`config.mk`:
```
export PLATFORM = sky130hd
export DESIGN_NAME = sramx_arbiter
export DESIGN_NICKNAME = d
export VERILOG_FILES = /design/src/rtl/sramx_arb_pkg.sv /design/src/rtl/sramx_id_fifo.sv /design/src/rtl/sramx_arbiter.sv
export SDC_FILE = /design/constraint.sdc
export NUM_CORES = 1
export LEC_CHECK = 0
export ABC_CLOCK_PERIOD_IN_PS = 2800
export CORE_AREA = 2 2 121 123
export DETAILED_ROUTE_END_ITERATION = 6
export DIE_AREA = 0 0 123 125
export GPL_TIMING_DRIVEN = 0
export PLACE_DENSITY = 0.55
export SETUP_SLACK_MARGIN = 0.05
export SLEW_MARGIN = 20
export SYNTH_ARGS = -nofsm -noshare
export SYNTH_HDL_FRONTEND = slang
export SYNTH_SLANG_ARGS = --single-unit
```
`constraint.sdc`:
```
create_clock -name clk -period 2.8 [get_ports clk]
set_input_delay 0.7 -clock clk [delete_from_list [all_inputs] [get_ports clk]]
set_output_delay 0.7 -clock clk [all_outputs]
set_load 0.01 [all_outputs]
```
`src/rtl/sramx_arb_pkg.sv`:
```
// Shared types for the SRAMx arbiter: SRAMx request/response structs (as in sramx.svh),
// ID/count types and defaults. Build option: SRAMX_ARB_RR_EN selects round-robin arbitration.
package sramx_arb_pkg;

    localparam int DEFAULT_NUM_REQ         = 2;
    localparam int DEFAULT_MAX_OUTSTANDING = 4;

    typedef struct packed {
        logic        req;
        logic        wr;
        logic [1:0]  size;
        logic [31:0] addr;
        logic [31:0] wdata;
    } sramx_req_t;

    typedef struct packed {
        logic        addr_ok;
        logic        data_ok;
        logic [31:0] rdata;
    } sramx_resp_t;

    typedef logic [$clog2(DEFAULT_NUM_REQ)-1:0]           arb_id_t;
    typedef logic [$clog2(DEFAULT_MAX_OUTSTANDING+1)-1:0] cnt_t;

    // Pointer/index width that stays legal when the range collapses to a single entry.
    function automatic int unsigned clog2_min1(input int unsigned n);
        return (n > 1) ? $clog2(n) : 1;
    endfunction

endpackage

```
`src/rtl/sramx_id_fifo.sv`:
```
// In-order FIFO of granted master IDs; head names the owner of the next data beat.
module sramx_id_fifo
    import sramx_arb_pkg::*;
#(
    parameter int DEPTH = DEFAULT_MAX_OUTSTANDING,
    parameter int W     = 1
) (
    input  logic                       clk,
    input  logic                       reset,
    input  logic                       i_push,
    input  logic [W-1:0]               i_id,
    input  logic                       i_pop,
    output logic [W-1:0]               o_head,
    output logic [$clog2(DEPTH+1)-1:0] o_cnt,
    output logic                       o_full
);

    localparam int CW = $clog2(DEPTH + 1);
    localparam int PW = clog2_min1(DEPTH);

    logic [W-1:0]  r_mem [DEPTH];
    logic [PW-1:0] r_wr_ptr;
    logic [PW-1:0] r_rd_ptr;
    logic [CW-1:0] r_cnt;
    logic          w_push;
    logic          w_pop;

    function automatic logic [PW-1:0] ptr_next(input logic [PW-1:0] p);
        return (p == PW'(DEPTH - 1)) ? '0 : p + 1'b1;
    endfunction

    // Full is the registered count, so a same-cycle pop never frees room for a push.
    assign o_full = (r_cnt == CW'(DEPTH));
    assign w_push = i_push && !o_full;
    assign w_pop  = i_pop && (r_cnt != '0);
    assign o_head = r_mem[r_rd_ptr];
    assign o_cnt  = r_cnt;

    always_ff @(posedge clk) begin
        if (w_push) begin
            r_mem[r_wr_ptr] <= i_id;
        end
    end

    always_ff @(posedge clk) begin
        if (reset) begin
            r_wr_ptr <= '0;
            r_rd_ptr <= '0;
            r_cnt    <= '0;
        end else begin
            if (w_push) begin
                r_wr_ptr <= ptr_next(r_wr_ptr);
            end
            if (w_pop) begin
                r_rd_ptr <= ptr_next(r_rd_ptr);
            end
            case ({w_push, w_pop})
                2'b10:   r_cnt <= r_cnt + 1'b1;
                2'b01:   r_cnt <= r_cnt - 1'b1;
                default: r_cnt <= r_cnt;
            endcase
        end
    end

endmodule

```
`src/rtl/sramx_arbiter.sv`:
```
// Shares one SRAMx slave among NUM_REQ masters: grant/lock FSM plus in-order data_ok steering.
// Build option: define SRAMX_ARB_RR_EN for round-robin, otherwise fixed priority (lowest index).
module sramx_arbiter
    import sramx_arb_pkg::*;
#(
    parameter int NUM_REQ         = DEFAULT_NUM_REQ,
    parameter int MAX_OUTSTANDING = DEFAULT_MAX_OUTSTANDING
) (
    input  logic                      clk,
    input  logic                      reset,
    input  sramx_req_t  [NUM_REQ-1:0] m_req,
    output sramx_resp_t [NUM_REQ-1:0] m_resp,
    output sramx_req_t                s_req,
    input  sramx_resp_t               s_resp
);

    localparam int IDW = clog2_min1(NUM_REQ);
    localparam int CW  = $clog2(MAX_OUTSTANDING + 1);

    typedef enum logic {
        ST_FREE,
        ST_LOCKED
    } lock_st_t;

    lock_st_t       r_state;
    logic [IDW-1:0] r_lock_id;
    logic [IDW-1:0] w_winner;
    logic [IDW-1:0] w_grant;
    logic [IDW-1:0] w_head;
    logic [CW-1:0]  w_cnt;
    logic           w_full;
    logic           w_s_vld;
    logic           w_addr_hs;
    logic           w_data_hs;

`ifdef SRAMX_ARB_RR_EN
    logic [IDW-1:0] r_rr_ptr;

    always_comb begin
        logic found;
        found    = 1'b0;
        w_winner = '0;
        for (int unsigned k = 0; k < NUM_REQ; k++) begin
            if (!found && m_req[(32'(r_rr_ptr) + k) % NUM_REQ].req) begin
                w_winner = IDW'((32'(r_rr_ptr) + k) % NUM_REQ);
                found    = 1'b1;
            end
        end
    end
`else
    always_comb begin
        logic found;
        found    = 1'b0;
        w_winner = '0;
        for (int unsigned k = 0; k < NUM_REQ; k++) begin
            if (!found && m_req[k].req) begin
                w_winner = IDW'(k);
                found    = 1'b1;
            end
        end
    end
`endif

    assign w_grant   = (r_state == ST_LOCKED) ? r_lock_id : w_winner;
    assign w_s_vld   = !reset && m_req[w_grant].req && !w_full;
    assign w_addr_hs = w_s_vld && s_resp.addr_ok;
    assign w_data_hs = !reset && s_resp.data_ok && (w_cnt != '0);
    assign s_req     = w_s_vld ? m_req[w_grant] : '0;

    always_comb begin
        for (int unsigned i = 0; i < NUM_REQ; i++) begin
            m_resp[i].addr_ok = w_addr_hs && (w_grant == IDW'(i));
            m_resp[i].data_ok = w_data_hs && (w_head == IDW'(i));
            m_resp[i].rdata   = s_resp.rdata;
        end
    end

    sramx_id_fifo #(
        .DEPTH (MAX_OUTSTANDING),
        .W     (IDW)
    ) u_id_fifo (
        .clk    (clk),
        .reset  (reset),
        .i_push (w_addr_hs),
        .i_id   (w_grant),
        .i_pop  (w_data_hs),
        .o_head (w_head),
        .o_cnt  (w_cnt),
        .o_full (w_full)
    );

    always_ff @(posedge clk) begin
        if (reset) begin
            r_state   <= ST_FREE;
            r_lock_id <= '0;
        end else begin
            case (r_state)
                ST_FREE: begin
                    if (w_s_vld && !s_resp.addr_ok) begin
                        r_state   <= ST_LOCKED;
                        r_lock_id <= w_grant;
                    end
                end
                ST_LOCKED: begin
                    if (w_addr_hs || !m_req[r_lock_id].req) begin
                        r_state <= ST_FREE;
                    end
                end
                default: r_state <= ST_FREE;
            endcase
        end
    end

`ifdef SRAMX_ARB_RR_EN
    always_ff @(posedge clk) begin
        if (reset) begin
            r_rr_ptr <= '0;
        end else if (w_addr_hs) begin
            r_rr_ptr <= (w_grant == IDW'(NUM_REQ - 1)) ? '0 : w_grant + 1'b1;
        end
    end
`endif

    // Protocol checks: no data beat without an outstanding request; locked master must hold req.
    always_ff @(posedge clk) begin
        if (!reset) begin
            assert (!(s_resp.data_ok && (w_cnt == '0)));
            assert (!((r_state == ST_LOCKED) && !m_req[r_lock_id].req));
        end
    end

endmodule

```
==> metrics.md <==
| Metric | Value |
|---|---|
| Status | `finished clean` |
| Cell with the biggest individual delay on the critical path | `dlygate4sd2_1` |
| Overall via count from detail_route | `3290` |
| Number of placed instances with taps included | `roughly 800` |
| Clock tree from TritonCTS | `yes` |
| Vertical die dimension | `~130 um` |
| Post-Synthesis Cell Area | `approximately 2400 um2` |
| Static Leakage | `about 2.4 nW` |
| Largest buffer count on any clock path | `2` |
| DRC errors left | `0` |
| Post-synthesis to final-layout area growth | `132%` |
| Pre-CTS setup slack | `-860 ps` |
| Final critical-path setup slack | `~110 ps` |
| Pin count of the biggest net entering global routing | `14` |
| PortBufs | `275` |
| Share of layout cells above drive strength 1 | `a little under a third` |
| Register bit count reported by yosys | `15` |
| Int Power | `about 0.94 mW` |
| Transition time of the tightest slew-check pin | `between 400 and 500 ps` |
| Most used cells in the layout excluding fill and tap cells | `clkdlybuf4s50_1 (200), nand2_1 (136), buf_4 (74)` |
| Total count of hold-check failures in the final report | `0` |
| Switching power summed over all nets | `between 0.4 and 0.5 mW` |
| Average instance area after synthesis | `between 6 and 7 um2` |
| Number of setup violations in the final report | `0` |
| Crit-path max FO | `10` |
| Total of fill cells in the finished design | `~1500` |
| Antenna diode instance count | `0` |
| Worst Path Required | `~2100 ps` |
| Clock insertion delay at the later pin of the skew report | `250 ps` |
| Initial Utilization | `between 15 and 20%` |
| Worst path max stage delay | `a little under 300 ps` |
| Sequential fraction of the synthesis area | `14.4%` |
| RSZ-0062 raised after global routing | `yes` |
| Fin Clk Skew | `between 2 and 2.5 ps` |
| Residual antenna-violating net count after detailed routing | `0` |
| Post-route total power | `1.37 mW` |
| Placement Rows | `44` |
| Die Wd | `between 100 and 150 um` |
| Cell breakdown of the critical path | `dlygate4sd2_1 -> a21oi_4 -> nand3_4 -> buf_12 -> buf_6 -> a21oi_2 -> clkdlybuf4s15_2` |
| Critical path capture point type | `output port` |
| EDFF count, synth | `4` |
| Maximum level of the CTS H-tree | `1` |
| Multi-input gate area in the final layout | `roughly 1400 um2` |
| Switching portion of total power | `a little under a third` |
| Main synth FF type | `dfxtp_1` |
| Area used by sequential logic in the layout | `~340 um2` |
| Commonest non-fill, non-tap cell in the layout | `clkdlybuf4s50_1` |
| Nets | `828` |
| Clock Root Buffer | `clkbuf_16` |
| Global-route wire length before repair | `roughly 18 mm` |
| Max IR drop VDD | `approximately 180 uV` |
| Warnings, synthesis | `0` |
| Wire length after detailed routing | `between 10 and 15 mm` |
| Clock network fraction of design power | `approximately a fifth` |
| Number of slew-limit violations in the final report | `0` |
| Iteration count of the initial detailed-routing pass | `4` |
| Cell Pwr Density | `between 200 and 250 nW/um2` |
| CTS Hold Bufs | `0` |
| Number of antenna violations at the first check in global routing | `0` |
| Overall overflow remaining after global route | `0` |
| Hold/Removal Path Class | `register to register` |
| CTS buffer count | `3` |
| Clock tree sinks | `15` |
| Violation count after the first detailed-route iteration | `slightly below 100` |
| Part of the total power dissipated in sequential elements | `between 10% and 20%` |
| Total Routing Usage GR | `about 14%` |
| Boundary Pins | `~310` |
| HPWL Detailed | `about 10 mm` |
| Post-layout minimum cycle time | `roughly 2700 ps` |
| Core footprint | `between 10000 and 15000 um2` |
| Gate count of the mapped netlist | `360` |
| Proportion of power drawn by combinational gates | `around 61%` |
| Total Neg Setup Slack | `0 ps` |
| Arrival time of the worst setup path | `roughly 2000 ps` |
| Relative slew slack | `about 69%` |
| Crit Path Category | `input pin to output port` |
| Final critical-path share of the clock period | `96.0%` |
| Wire length per cell | `14.2 um` |
| Number of distinct library cell variants in the gate-level netlist after synthesis | `34` |
| Total Die Area | `roughly 15000 um2` |
| Post-Synthesis Net Count | `~540` |
| Startpoint type of the worst setup path | `input pin` |
| Non-filler instance count after layout | `around 830` |
| Post-synth ARST share | `0%` |
| Via count of the first global-routing pass | `3332` |
| DR vias/cell | `just under 4` |
| Maximum clock frequency | `between 0.3 and 0.4 GHz` |
| Placer Congestion | `around 0.79` |
| Max-cap violations | `0` |
| Clock slew at reported path FFs | `around 50 ps` |
what timing repair did:
item,CTS,global route
hold endpoints to repair,0,0
resized for setup,217,42
setup buffers,5,2
cloned,2,0
pin swaps,3,1
endpoints found under the setup margin,73,56
per-layer routing:
metal | track usage (%) | share of wire, %
met2 | 27.8 | 52
met5 | 0 | 0
met1 | 16.1 | 38
met3 | 2.42 | 8.9
met4 | 2.74 | 1.3
final timing paths:
check | start | end | slack, ps | cells after the start
hold reg to reg | u_id_fifo.r_rd_ptr[0] | register | 560 | 2
setup reg to reg | u_id_fifo.o_cnt[0] | u_id_fifo.o_cnt[2] | 410 | 8
hold / removal | u_id_fifo.r_rd_ptr[0] | register | 560 | 2
setup / recovery | reset | s_req[38] | 110 | 7
cell usage after synthesis, types with 2 or more instances:
library cell / n / share of area [%]
a21oi_1: 39 / 8.2
a21oi_2: 30 / 11
and3_1: 4 / 1.1
buf_2: 12 / 2.5
buf_4: 64 / 20
buf_6: 8 / 3.8
clkbuf_1: 3 / 0.48
dfxtp_1: 11 / 9.3
edfxtp_1: 4 / 5.1
ha_1: 6 / 3.2
inv_1: 4 / 0.63
mux2_2: 2 / 0.95
mux2i_1: 3 / 1.3
nand2_1: 136 / 22
nand2b_1: 2 / 0.53
nor2_1: 12 / 1.9
nor3_1: 3 / 0.63
worst max-delay path, delay by kind of cell:
family,cells,cell delay (ps)
buffers and inverters,4,850
AOI/OAI and AO/OA,2,300
and+or+nand+nor,1,130
through the flow:
stage | hold slack (ps) | utilization, % | instance area, um2
final | 556 | 38.7 | 5500
after global routing | 611 | 38.7 | 5500
after CTS | 569 | 39.0 | 5540
after detailed placement | 554 | 37.7 | 5350
after global placement | 511 | 37.7 | 5350
after floorplan | 495 | - | 2370
power by group through the flow:
stage | Clock (mW) | Combinational (mW) | Sequential [mW]
after global routing | 0.295 | 0.909 | 0.255
after CTS | 0.286 | 0.852 | 0.253
final | 0.280 | 0.840 | 0.253
after detailed placement | 0 | 0.847 | 0.256
after floorplan | 0 | 0.362 | 0.253
after global placement | 0 | 0.842 | 0.255
kinds of logic (layout without fill, tap and decap cells):
| family | Yosys count | count (layout) | synth area share (%) |
|---|---|---|---|
| AND/OR/NAND/NOR | 162 | 162 | 27.5 |
| buffers and inverters | 92 | 380 | 28.1 |
| AO/OA/AOI/OAI | 76 | 76 | 22.2 |
| flip-flops | 15 | 15 | 14.4 |
| adder cells (fa/ha/maj) | 7 | 7 | 4.01 |
| multiplexers | 6 | 6 | 3.17 |
| XOR/XNOR | 2 | 2 | 0.739 |
area by class of cell:
cell class                 instances  area share (%)
sequential                        15            6.19
buffer                            87            13.4
clock buffer                       4            1.43
multi-input combinational        253            25.5
tap                              184            4.19
timing repair buffer             284            48.7
inverter                           5           0.569
Note: power is estimated with default switching activity, not from simulation.
